**config.mk**
```make
export PLATFORM = sky130hd
export DESIGN_NAME = cpu_ctrl
export DESIGN_NICKNAME = d
export VERILOG_FILES = /design/src/rtl/cpu_pkg.sv /design/src/rtl/cpu_decode.sv /design/src/rtl/cpu_ctrl.sv
export SDC_FILE = /design/constraint.sdc
export NUM_CORES = 1
export LEC_CHECK = 0
export ABC_CLOCK_PERIOD_IN_PS = 8000
export CORE_AREA = 2 2 85 87
export CTS_BUF_LIST = sky130_fd_sc_hd__clkbuf_16
export DETAILED_ROUTE_END_ITERATION = 12
export DIE_AREA = 0 0 87 89
export GPL_TIMING_DRIVEN = 1
export PLACE_DENSITY_LB_ADDON = 0.3
export SLEW_MARGIN = 10
export SYNTH_ARGS = -nofsm -noshare
export SYNTH_HDL_FRONTEND = slang
export SYNTH_HIERARCHICAL = 1
export SYNTH_SLANG_ARGS = --single-unit
```
**constraint.sdc**
```tcl
create_clock -name clk -period 8 [get_ports clk]
set_clock_uncertainty 0.05 [all_clocks]
set_input_delay 1.2 -clock clk [delete_from_list [all_inputs] [get_ports clk]]
set_output_delay 1.2 -clock clk [all_outputs]
set_load 0.05 [all_outputs]
```
**src/rtl/cpu_pkg.sv**
```systemverilog
// Shared opcode, ALU select, FSM state and control-word definitions for the
// 8-bit CPU control unit.
package cpu_pkg;

  localparam int FIELD_W = 4;
  localparam int REG_W   = 3;

  localparam logic [3:0] OP_ADD  = 4'h0;
  localparam logic [3:0] OP_ADDI = 4'h1;
  localparam logic [3:0] OP_AND  = 4'h2;
  localparam logic [3:0] OP_OR   = 4'h3;
  localparam logic [3:0] OP_MULT = 4'h4;
  localparam logic [3:0] OP_DISP = 4'h5;
  localparam logic [3:0] OP_STUR = 4'h6;
  localparam logic [3:0] OP_LDUR = 4'h7;
  localparam logic [3:0] OP_HALT = 4'h9;

  localparam logic [1:0] ALU_ADD  = 2'b00;
  localparam logic [1:0] ALU_MULT = 2'b01;
  localparam logic [1:0] ALU_AND  = 2'b10;
  localparam logic [1:0] ALU_OR   = 2'b11;

  typedef logic [2:0] state_t;
  localparam state_t ST_FETCH  = 3'd0;
  localparam state_t ST_DECODE = 3'd1;
  localparam state_t ST_EXEC   = 3'd2;
  localparam state_t ST_MEM    = 3'd3;
  localparam state_t ST_WB     = 3'd4;
  localparam state_t ST_DISP   = 3'd5;
  localparam state_t ST_HALT   = 3'd6;

  // Instruction class; exactly one is_* bit is set when legal is high.
  typedef struct packed {
    logic legal;
    logic is_alu;
    logic is_stur;
    logic is_ldur;
    logic is_disp;
    logic is_halt;
  } kind_t;

  typedef struct packed {
    kind_t              kind;
    logic [1:0]         alu_sel;
    logic               b_imm;
    logic               a_zero;
    logic [REG_W-1:0]   ra;
    logic [REG_W-1:0]   rb;
    logic [REG_W-1:0]   wa;
    logic [FIELD_W-1:0] maddr;
  } ctrl_word_t;

endpackage

```
**src/rtl/cpu_decode.sv**
```systemverilog
// Combinational instruction decode: legality check and per-opcode control word.
// Illegal instructions produce an all-zero control word so selects stay quiet.
module cpu_decode
  import cpu_pkg::*;
(
  input  logic [15:0] ir,
  output ctrl_word_t  cw
);

  logic [3:0] op, rd, rn, rm;

  assign op = ir[15:12];
  assign rd = ir[11:8];
  assign rn = ir[7:4];
  assign rm = ir[3:0];

  // Per-opcode control word; only fields used as register indices are checked.
  always_comb begin
    cw = '0;
    case (op)
      OP_ADD, OP_AND, OP_OR, OP_MULT: begin
        cw.kind.is_alu = 1'b1;
        cw.kind.legal  = !(rd[3] | rn[3] | rm[3]);
        cw.alu_sel     = (op == OP_MULT) ? ALU_MULT :
                         (op == OP_AND)  ? ALU_AND  :
                         (op == OP_OR)   ? ALU_OR   : ALU_ADD;
        cw.ra          = rn[2:0];
        cw.rb          = rm[2:0];
        cw.wa          = rd[2:0];
      end
      OP_ADDI: begin
        cw.kind.is_alu = 1'b1;
        cw.kind.legal  = !(rd[3] | rn[3]);
        cw.alu_sel     = ALU_ADD;
        cw.b_imm       = 1'b1;
        cw.ra          = rn[2:0];
        cw.wa          = rd[2:0];
      end
      OP_DISP: begin
        cw.kind.is_disp = 1'b1;
        cw.kind.legal   = 1'b1;
      end
      OP_STUR: begin
        // Store passes Rx[Rn] through the ALU as 0 + B.
        cw.kind.is_stur = 1'b1;
        cw.kind.legal   = !rn[3];
        cw.alu_sel      = ALU_ADD;
        cw.a_zero       = 1'b1;
        cw.rb           = rn[2:0];
        cw.maddr        = rd;
      end
      OP_LDUR: begin
        cw.kind.is_ldur = 1'b1;
        cw.kind.legal   = !rn[3];
        cw.wa           = rn[2:0];
        cw.maddr        = rd;
      end
      OP_HALT: begin
        cw.kind.is_halt = 1'b1;
        cw.kind.legal   = 1'b1;
      end
      default: cw = '0;
    endcase
    if (!cw.kind.legal) cw = '0;
  end

endmodule

```
**src/rtl/cpu_ctrl.sv**
```systemverilog
// Multi-cycle control unit: fetch, decode and per-instruction sequencing of the
// ALU, bus mux, register file and data memory. All outputs are registered from
// the next state and next instruction word so they change only on clk.
module cpu_ctrl
  import cpu_pkg::*;
#(
  parameter int PC_W  = 4,
  parameter int RET_W = 8
) (
  input  logic             clk,
  input  logic             rst,
  input  logic             run,
  input  logic [15:0]      imem_rd,
  output logic [PC_W-1:0]  pc,
  output logic [15:0]      ir,
  output logic [1:0]       alu_sel,
  output logic             alu_mux,
  output logic             b_imm,
  output logic             a_zero,
  output logic [2:0]       rf_ra,
  output logic [2:0]       rf_rb,
  output logic [2:0]       rf_wa,
  output logic             rf_we,
  output logic [3:0]       dmem_addr,
  output logic             dmem_we,
  output logic             dmem_oe,
  output logic             disp_pulse,
  output logic             illegal,
  output logic             halted,
  output logic [RET_W-1:0] retired
);

  state_t     state, nxt_state;
  logic [15:0] nxt_ir;
  ctrl_word_t cw_nxt;
  kind_t      kind_q;
  logic       retire;

  cpu_decode u_decode (
    .ir (nxt_ir),
    .cw (cw_nxt)
  );

  // Next state and next instruction word.
  always_comb begin
    nxt_state = state;
    nxt_ir    = ir;
    case (state)
      ST_FETCH: begin
        if (run) begin
          nxt_ir    = imem_rd;
          nxt_state = ST_DECODE;
        end
      end
      ST_DECODE: begin
        if (!kind_q.legal)                        nxt_state = ST_FETCH;
        else if (kind_q.is_alu || kind_q.is_stur) nxt_state = ST_EXEC;
        else if (kind_q.is_ldur)                  nxt_state = ST_MEM;
        else if (kind_q.is_disp)                  nxt_state = ST_DISP;
        else                                      nxt_state = ST_HALT;
      end
      ST_EXEC:  nxt_state = kind_q.is_alu ? ST_WB : ST_MEM;
      ST_MEM:   nxt_state = kind_q.is_stur ? ST_FETCH : ST_WB;
      ST_WB:    nxt_state = ST_FETCH;
      ST_DISP:  nxt_state = ST_FETCH;
      ST_HALT:  nxt_state = ST_HALT;
      default:  nxt_state = ST_FETCH;
    endcase
  end

  // Last cycle of a legal instruction; HALT counts as it enters its state.
  assign retire = (state == ST_WB) || (state == ST_DISP) ||
                  (state == ST_MEM && kind_q.is_stur) ||
                  (state == ST_DECODE && kind_q.legal && kind_q.is_halt);

  // State, counters and Moore outputs registered from the next state.
  always_ff @(posedge clk or posedge rst) begin
    if (rst) begin
      state      <= ST_FETCH;
      ir         <= '0;
      kind_q     <= '0;
      pc         <= '0;
      retired    <= '0;
      alu_sel    <= '0;
      b_imm      <= 1'b0;
      a_zero     <= 1'b0;
      rf_ra      <= '0;
      rf_rb      <= '0;
      rf_wa      <= '0;
      dmem_addr  <= '0;
      alu_mux    <= 1'b0;
      rf_we      <= 1'b0;
      dmem_we    <= 1'b0;
      dmem_oe    <= 1'b0;
      disp_pulse <= 1'b0;
      illegal    <= 1'b0;
      halted     <= 1'b0;
    end else begin
      state   <= nxt_state;
      ir      <= nxt_ir;
      kind_q  <= cw_nxt.kind;
      if (state == ST_FETCH && run) pc <= pc + PC_W'(1);
      if (retire) retired <= retired + RET_W'(1);
      alu_sel    <= cw_nxt.alu_sel;
      b_imm      <= cw_nxt.b_imm;
      a_zero     <= cw_nxt.a_zero;
      rf_ra      <= cw_nxt.ra;
      rf_rb      <= cw_nxt.rb;
      rf_wa      <= cw_nxt.wa;
      dmem_addr  <= cw_nxt.maddr;
      alu_mux    <= (nxt_state == ST_EXEC) ||
                    (nxt_state == ST_MEM && cw_nxt.kind.is_stur) ||
                    (nxt_state == ST_WB && cw_nxt.kind.is_alu);
      rf_we      <= (nxt_state == ST_WB);
      dmem_we    <= (nxt_state == ST_MEM && cw_nxt.kind.is_stur);
      dmem_oe    <= (nxt_state == ST_MEM || nxt_state == ST_WB) && cw_nxt.kind.is_ldur;
      disp_pulse <= (nxt_state == ST_DISP);
      illegal    <= (nxt_state == ST_DECODE) && !cw_nxt.kind.legal;
      halted     <= (nxt_state == ST_HALT);
    end
  end

endmodule

```
**Yosys cells after proc, flatten, opt, wreduce, memory -nomap -nowiden**

Index checks and enable logic that the tools add are counted.
Widths: inputs -> output; s select.

- Output and inout bits: 52
- Bits of input ports: 19
- Logic and storage cells: 99
- Flip-flop bits (word level): 61

- Bitwise gates (word level): 2
- Equality and inequality tests: 20
- Add/subtract/negate cells: 2
- Reduce and logical (&&, ||, !) cells: 25
- Mux-type cells: 26

Operators with widths:

| kind | count |
|---|---|
| $mux 16 | 2 |
| $mux 23 | 1 |
| $mux 3 | 7 |
| $eq 3x3->1 const B | 6 |
| $eq 4x3->1 const B | 4 |
| $pmux 3 s5 | 1 |
| $eq 3x2->1 const B | 4 |
| $pmux 3 s2 | 2 |
| $mux 2 | 5 |
| $add 8x1->8 const B | 1 |
| $eq 4x2->1 const B | 2 |
| $logic_and 1x1->1 | 8 |
| $logic_or 1x1->1 | 7 |
| $eq 3x1->1 const B | 2 |
| $mux 1 | 6 |
| $reduce_or 5->1 | 1 |
| $add 4x1->4 const B | 1 |
| $eq 4x1->1 const B | 1 |
| $eq 4x4->1 const B | 1 |
| $logic_not 1->1 | 4 |
| $logic_not 4->1 | 1 |
| $mux 4 | 1 |
| $pmux 1 s4 | 1 |
| $reduce_or 2->1 | 2 |
| other kinds (3) | 4 |

**Longest topological paths before layout**

Gate-level depths: netlist of the first run.

- Depth in word-level cells: 11
- Mapped depth: 11
- Mapped depth without buffers: 7

**By module**

The synthesis of the first run kept the hierarchy.

Modules (own cells, without submodules):

| module | cells an instance | area an instance (um^2) | seq. area each (um^2) | instances |
|---|---|---|---|---|
| cpu_ctrl | 141 | 2,192.1 | 1,526.5 | 1 |
| cpu_decode | 60 | 454.2 | 0.0 | 1 |

**Least setup slack after synthesis of the first run**

Ideal clock, no wire load.

- Path kind: input -> register
- From: input port run
- To: register alu_mux
- Data arrival time: 3.419 ns
- Path buffers: 3
- Required time: 7.884 ns
- Path slack: 4.465 ns
- Cell stages on the path: 10
- Setup time: 0.066 ns
- Path through: nor4b_2 > buf_2 > mux2_2 > buf_6 > nor4_2 > a22oi_2 > a2111oi_1 > buf_4 > and3_1 > a221o_1

RTL lines:

| element | RTL line | RTL |
|---|---|---|
| start: declaration | cpu_ctrl.sv:12 | `input logic run,` |
| end signal: assignment | cpu_ctrl.sv:111 | `alu_mux <= (nxt_state == ST_EXEC) \|\|` |
| end: declaration | cpu_ctrl.sv:17 | `output logic alu_mux,` |

**Final worst setup path of the first run**

- From: input port run
- To: register alu_mux

- Elaborated cells between the ends (all ways): 33
- Those cells by class: eq/ne (11); mux (8); bitwise (2); reduce/logical (12)

RTL lines:

| element | RTL line | RTL |
|---|---|---|
| $mux 16 (*) | cpu_ctrl.sv:50 | `if (run) begin` |
| $mux 16 (*) | cpu_ctrl.sv:48 | `case (state)` |
| net nxt_ir[15] | cpu_ctrl.sv:34 | `logic [15:0] nxt_ir;` |
| $eq 4x2->1, or another cell as far along | cpu_decode.sv:20 | `case (op)` |
| $reduce_or 4->1 or $reduce_or 2->1 (tied branches) | - |  |
| $pmux 1 s4 | cpu_decode.sv:20 |  |
| $mux 23 (*) | cpu_decode.sv:64 | `if (!cw.kind.legal) cw = '0;` |
| $logic_and 1x1->1 | cpu_ctrl.sv:112 | `(nxt_state == ST_MEM && cw_nxt.kind.is_stur) \|\|` |
| $logic_or 1x1->1 | cpu_ctrl.sv:111 |  |
| $logic_or 1x1->1 (*) | cpu_ctrl.sv:112 |  |

The timed path passes the listed nets; every way through them passes the cells marked *.
A chain may end at the register's enable or synchronous reset.

==> results.ini, run 1 <==
[outcome]
outcome = finished clean

[worst_setup_path]
cp.required_ns = 8.21
crit_path_end_kind = flip-flop
critPathMaxFanout = 21
arrival_ns = 4.30
crit_type = input port to flip-flop
start_kind = input port

[sta]
finalMaxSlewViolations = 0
fin_ws_ns = 3.91
relSlewSlack = 0.500
period_minus_slack_ns = 4.09
period_share = 0.511
fmax_mhz = 244
setup-violations-final = 0
tightest_slew_ns = 0.749
rsz0062_at_grt = false
holdWs_ns = 0.419
hold_viol = 0
setup_tns_ns = 0

[power]
sw_frac_of_total = 0.446
p_seq_frac = 0.271
combinationalPowerShare = 0.510
intPower_mw = 1.02
peakVddDrop_mv = 0.263
clkPwrFrac = 0.219
p_total_mw = 1.85
powerDensity_nw_per_um2 = 499
switchingPower_mw = 0.825
power.leakage_nw = 1.59

[synthesis]
synth_simple_gate_area_frac = 0.151
ys_seq_area_frac = 0.577
syn_area_um2 = 2650
synth.area.mux_share = 0.0879
synth_xor_area_frac = 0.0364
synth_top_family_by_area = simple AND/OR/NAND/NOR gates
synthArstFlopShare = 1.00
syn_inst = 201
yosysWarningCount = 6
synth_compound_area_frac = 0.0965
synth_fa_ha_area_frac = 0.00946
avgSynthCellArea_um2 = 13.2
synth_flop_cell = dfrtp_1
synth_nets = 222
synth_edf_count = 0
ys_seq_elements = 61
ys_types = 48

[grt]
antenna_found_initial = 0
grt_pass1_wl_um = 9200
gr-usage-all-layers = 0.158
grt_remaining_overflow = 0
grt_pass1_vias = 1842
grt_max_degree = 62

[drt]
routed_wl_um = 5610
vias = 1797
post_drt_wl_per_cell_um = 15.8
drt_iter0_markers = 67
drc_errors = 0
first_pass_iters = 4
detail-route-antenna-nets = 0
viasPerCell = 5.06

[cts]
numCtsBuffers = 9
clk_latency_ns = 0.32
clk_pin_slew_ns = 0.05
cts_tree = built
post-cts-setup-buffer-count = 0
htree_levels = 3
cts_resized = 0
cts_num_sinks = 61
postCtsHoldBufs = 0
root_buffer = clkbuf_16
max-clock-path-buffers = 2

[die]
rows = 30
die_area_um2 = 7740
boundaryPins = 71
start_util = 0.394
die_w_um = 87
fp.dieH_um = 89
coreArea_um2 = 6720

[min_path]
hold_path_class = flip-flop to flip-flop

[flow_run]
maxCapViolations = 0

[placement]
pre_cts_slack_ns = 3.53
routabilityCongestion = 0.831
portBuffers = 70
dp_hpwl_um = 3720

[layout]
diodes = 0
fin_util = 0.551
nets = 291
drive_above_1_share = 0.171
area_growth_pct = 40.0

stage by stage:
stage,std cells,instance area [µm²]
finish,355,3700
global route,355,3700
CTS,355,3700
detailed placement,339,3390
global placement,339,3390
floorplan,201,2650
placed cells by master (no fill, tap or decap), types with 3 or more instances in the layout:
| master | instances |
|---|---|
| a211oi_1 | 11 |
| clkbuf_16 | 9 |
| nand3b_1 | 3 |
| dfrtp_1 | 61 |
| inv_1 | 6 |
| nand3_1 | 3 |
| and2_1 | 6 |
| nor3b_1 | 4 |
| and3_1 | 4 |
| a22oi_1 | 3 |
| xnor2_1 | 7 |
| mux2i_1 | 3 |
| xor2_1 | 4 |
| nor2_1 | 5 |
| and3b_1 | 3 |
| nor2b_1 | 5 |
| nand2_1 | 6 |
| clkdlybuf4s50_1 | 70 |
| nand4_1 | 4 |
| and4b_1 | 3 |
| o21ai_0 | 3 |
| mux2_2 | 17 |
| clkinvlp_4 | 3 |
power by group through the flow:
stage,Clock (mW),Combinational (mW),Sequential (mW)
4_1_cts,0.414,0.950,0.503
3_3_place_gp,0,0.933,0.506
2_1_floorplan,0,0.396,0.798
6_report,0.405,0.944,0.500
5_1_grt,0.427,1.01,0.517
3_5_place_dp,0,0.948,0.503
worst max-delay path, cell delays in order:
cell	delay (ns)
clkdlybuf4s50_1	0.50
nor4b_4	0.19
buf_4	0.33
mux2_2	0.52
nor4_2	0.32
a22oi_2	0.27
a2111oi_1	0.57
and3_1	0.27
a221o_1	0.11
cell type report:
type / instances / area (µm²)
clock inverters: 7 / 91.3
repair buffers: 72 / 716
fillers: 563 / 3020
well taps: 80 / 100
clock buffers: 9 / 225
flip-flops and latches: 61 / 1530
inverters: 7 / 26.3
multi-input cells: 119 / 1020
cell usage after synthesis (2+ instances only):
master	n	area (µm²)
a211oi_1	11	82.6
a22oi_1	3	22.5
and2_1	6	37.5
and3_1	4	25.0
and3b_1	3	26.3
and4b_1	3	30.0
buf_2	10	50.1
buf_6	2	22.5
dfrtp_1	61	1530
ha_1	2	25.0
inv_1	6	22.5
mux2_2	17	191
mux2i_1	3	30.0
nand2_1	6	22.5
nand3_1	3	15.0
nand3b_1	3	22.5
nand4_1	4	25.0
nor2_1	5	18.8
nor2b_1	5	31.3
nor3b_1	4	30.0
o21ai_0	3	15.0
o32ai_2	2	32.5
xnor2_1	7	61.3
xor2_1	4	35.0
flip-flops by register name, summed over array words and instances, names as in the netlist, 2 cells and up:
name and cells:
state 3, dmem_addr 4, pc 4, kind_q 6
retired 8, rf_ra 3, rf_rb 3, alu_sel 2
ir 16, rf_wa 3
layer usage:
layer  vias to the layer above  GRT usage  share of wire
met2                        53      0.246           0.49
met3                         8     0.0416          0.047
met5                         -          0              0
met4                         0     0.0810         0.0098
met1                       872      0.205           0.46
li1                        864          -              -
path summary, 6_finish.rpt:
| path | cells past startpoint | endpoint | from | slack [ns] |
|---|---|---|---|---|
| worst max-delay path | 9 | alu_mux$_DFF_PP0_ | run | 3.91 |
| worst min-delay path | 1 | retired[7]$_DFFE_PP0P_ | retired[7]$_DFFE_PP0P_ | 0.42 |
| worst max register to register | 8 | alu_mux$_DFF_PP0_ | state[0]$_DFF_PP0_ | 4.66 |
| worst min register to register | 1 | retired[7]$_DFFE_PP0P_ | retired[7]$_DFFE_PP0P_ | 0.42 |
| max in group asynchronous | 3 | ir[13]$_DFF_PP0_ | rst | 6.04 |
| min in group asynchronous | 3 | disp_pulse$_DFF_PP0_ | rst | 1.37 |
cell families (layout without fill, tap and decap cells):
group	Yosys count	count (layout)
DFF	61	61
and+or+nand+nor	56	56
AOI/OAI and AO/OA	29	29
muxes	21	21
buffers and inverters	21	95
xor gates and xnor gates	11	11
adders and majority gates	2	2
(Power assumes the default switching activity.)
==> inputs of run 2 (changes only) <==
--- a/config.mk
+++ b/config.mk
@@ -5,7 +5,7 @@
 export SDC_FILE = /design/constraint.sdc
 export NUM_CORES = 1
 export LEC_CHECK = 0
-export ABC_CLOCK_PERIOD_IN_PS = 8000
+export ABC_CLOCK_PERIOD_IN_PS = 3800
 export CORE_AREA = 2 2 85 87
 export CTS_BUF_LIST = sky130_fd_sc_hd__clkbuf_16
 export DETAILED_ROUTE_END_ITERATION = 12
==> constraint.sdc (replaced) <==
create_clock -name clk -period 3.8 [get_ports clk]
set_clock_uncertainty 0.05 [all_clocks]
set_input_delay 0.57 -clock clk [delete_from_list [all_inputs] [get_ports clk]]
set_output_delay 0.57 -clock clk [all_outputs]
set_load 0.05 [all_outputs]
==> run 2 against run 1 <==
Net effect: combinational power increased by 120%; clock power is 89% higher; design area is 0.51% higher; non-clock buffer count increased by 7; worst setup slack worse by 3.4 ns; count of clock-buffer cells in the layout unchanged; sequential power grew 110%; wire length down 0.98%; register-to-register slack got worse by 4.1 ns; critical path depth unchanged; via count rose by 4.2%; core utilization up 0.28 points; largest cell class unchanged; largest power group unchanged.
==> results.ini, run 2 (synthesis gave the netlist of run 1 again) <==
[grt]
grt_max_degree = 48  ; -23%
gr-usage-all-layers = 0.159  ; +0.00102
grt_pass1_wl_um = 9180  ; -0.23%
grt_pass1_vias = 1841  ; -0.054%
antenna_found_initial = 0  ; unchanged
grt_remaining_overflow = 0  ; unchanged

[cts]
clk_latency_ns = 0.33  ; about the same
post-cts-setup-buffer-count = 0  ; unchanged
clk_pin_slew_ns = 0.05  ; about the same
cts_num_sinks = 61  ; unchanged
htree_levels = 3  ; unchanged
max-clock-path-buffers = 2  ; unchanged
numCtsBuffers = 9  ; unchanged
cts_tree = built
root_buffer = clkbuf_16
postCtsHoldBufs = 0  ; unchanged
cts_resized = 0  ; unchanged

[power]
powerDensity_nw_per_um2 = 1040  ; +110%
sw_frac_of_total = 0.448  ; +0.00209
intPower_mw = 2.14  ; +110%
p_total_mw = 3.87  ; +110%
combinationalPowerShare = 0.530  ; +0.020
peakVddDrop_mv = 0.703  ; +170%
p_seq_frac = 0.272  ; about the same
clkPwrFrac = 0.198  ; -0.021
power.leakage_nw = 1.62  ; +2.0%
switchingPower_mw = 1.74  ; +110%

[worst_setup_path]
start_kind = input port
crit_path_end_kind = flip-flop
r2r_setup_slack_ns = 0.61  ; -4.05 ns
slowest_stage = a2111oi_1
crit_start = run
arrival_ns = 3.50  ; -0.80 ns
crit_type = input port to flip-flop
timing.rr.end = alu_mux$_DFF_PP0_
critPathCapture = alu_mux$_DFF_PP0_
r2r_start = state[0]$_DFF_PP0_
crit_chain = clkdlybuf4s50_1, nor4b_4, buf_4, mux2_2, nor3_1, a22oi_2, a2111oi_1, and3_1, a221o_1
critPathMaxFanout = 6  ; -71%
slowest_delay_ns = 0.62  ; +0.05 ns
cp.required_ns = 4.01  ; -4.20 ns
worstRegToRegCells = 8  ; unchanged

[sta]
holdWs_ns = 0.418  ; -0.00164 ns
finalMaxSlewViolations = 0  ; unchanged
relSlewSlack = 0.355  ; -0.145
tightest_slew_ns = 0.966  ; +0.216 ns
period_share = 0.866
period_minus_slack_ns = 3.29
fmax_mhz = 304
rsz0062_at_grt = false
setup_tns_ns = 0  ; unchanged
setup-violations-final = 0  ; unchanged
hold_viol = 0  ; unchanged

[die]
boundaryPins = 71  ; unchanged
start_util = 0.394  ; unchanged
coreArea_um2 = 6720  ; unchanged
rows = 30  ; unchanged
die_w_um = 87  ; unchanged
die_area_um2 = 7740  ; unchanged
fp.dieH_um = 89  ; unchanged

[layout]
drive_above_1_share = 0.188  ; +0.0170
n_fill_cell = 584  ; +3.7%
fin_util = 0.554  ; +0.00279
mostFrequentLayoutCells = 70 x clkdlybuf4s50_1, 61 x dfrtp_1, 17 x mux2_2
largest_reg_flops = 16  ; unchanged
reg.largest.list = ir x16, retired x8, kind_q x6
nets = 298  ; +2.4%
final_cells = 362  ; +2.0%
regArea_um2 = 1530  ; unchanged
area_growth_pct = 40.7
final_common_cell = clkdlybuf4s50_1
regMostFlops = ir
diodes = 0  ; unchanged
multi_input_area_um2 = 1020  ; unchanged

[drt]
routed_wl_um = 5560  ; -0.98%
viasPerCell = 5.17  ; +2.2%
drc_errors = 0  ; unchanged
post_drt_wl_per_cell_um = 15.3  ; -2.9%
detail-route-antenna-nets = 0  ; unchanged
vias = 1873  ; +4.2%
drt_iter0_markers = 69  ; +3.0%
first_pass_iters = 4  ; unchanged

[flow_run]
maxCapViolations = 0  ; unchanged

[placement]
portBuffers = 70  ; unchanged
dp_hpwl_um = 3890  ; +4.7%
post-place-cells = 346  ; +2.1%
routabilityCongestion = 0.861  ; +3.5%

[min_path]
hold_path_class = flip-flop to flip-flop

[outcome]
outcome = finished clean

run 2: cell type report:
class,count,area share
Inverter,7,0.00706
Timing Repair Buffer,79,0.206
Tap cell,80,0.0269
Multi-Input combinational cell,119,0.274
Clock inverter,7,0.0155
Sequential cell,61,0.410
Clock buffer,9,0.0605
run 2: worst min path at each step:
stage	cells after the start	startpoint	slack (ns)	endpoint
floorplan	2	state[1]$_DFF_PP0_	0.60	state[2]$_DFF_PP0_
global placement	1	retired[7]$_DFFE_PP0P_	0.41	retired[7]$_DFFE_PP0P_
detailed placement	1	retired[7]$_DFFE_PP0P_	0.42	retired[7]$_DFFE_PP0P_
CTS	1	retired[7]$_DFFE_PP0P_	0.43	retired[7]$_DFFE_PP0P_
global route	1	retired[6]$_DFFE_PP0P_	0.46	retired[6]$_DFFE_PP0P_
finish	1	retired[7]$_DFFE_PP0P_	0.42	retired[7]$_DFFE_PP0P_
run 2: per-stage QoR:
step / worst slack, ns / instance area (µm²)
3_3_place_gp: 0.345 / 3440
2_1_floorplan: 0.874 / 2650
3_5_place_dp: 0.256 / 3440
6_report: 0.511 / 3720
4_1_cts: 0.577 / 3720
5_1_grt: 0.283 / 3720
run 2: worst max-delay path: cells and delay by family:
kind / cells / cell delay, ns
mux: 1 / 0.37
compound gates: 3 / 0.85
buf+inv: 2 / 0.69
simple gates: 3 / 1.01
run 2: power by group through the flow:
stage	Clock (mW)	Combinational (mW)	Sequential, mW
after floorplan	0	0.834	1.68
after global placement	0	2.04	1.06
after detailed placement	0	2.06	1.06
after CTS	0.784	2.07	1.06
after global routing	0.815	2.19	1.09
final	0.766	2.06	1.05
run 2: routing by layer:
layer,track usage,part of all wire,vias to the layer above
met5,0,0,-
met2,0.233,0.46,62
met4,0.0767,0.020,0
li1,-,-,881
met3,0.0508,0.060,11
met1,0.215,0.46,919
==> inputs of run 3 (changes only) <==
--- a/config.mk
+++ b/config.mk
@@ -11,6 +11,7 @@
 export DETAILED_ROUTE_END_ITERATION = 12
 export DIE_AREA = 0 0 87 89
 export GPL_TIMING_DRIVEN = 1
+export HOLD_SLACK_MARGIN = 0.06
 export PLACE_DENSITY_LB_ADDON = 0.3
 export SLEW_MARGIN = 10
 export SYNTH_ARGS = -nofsm -noshare
==> results of run 3 <==
Same layout as run 2: the final DEF is identical, and so are final timing and power.
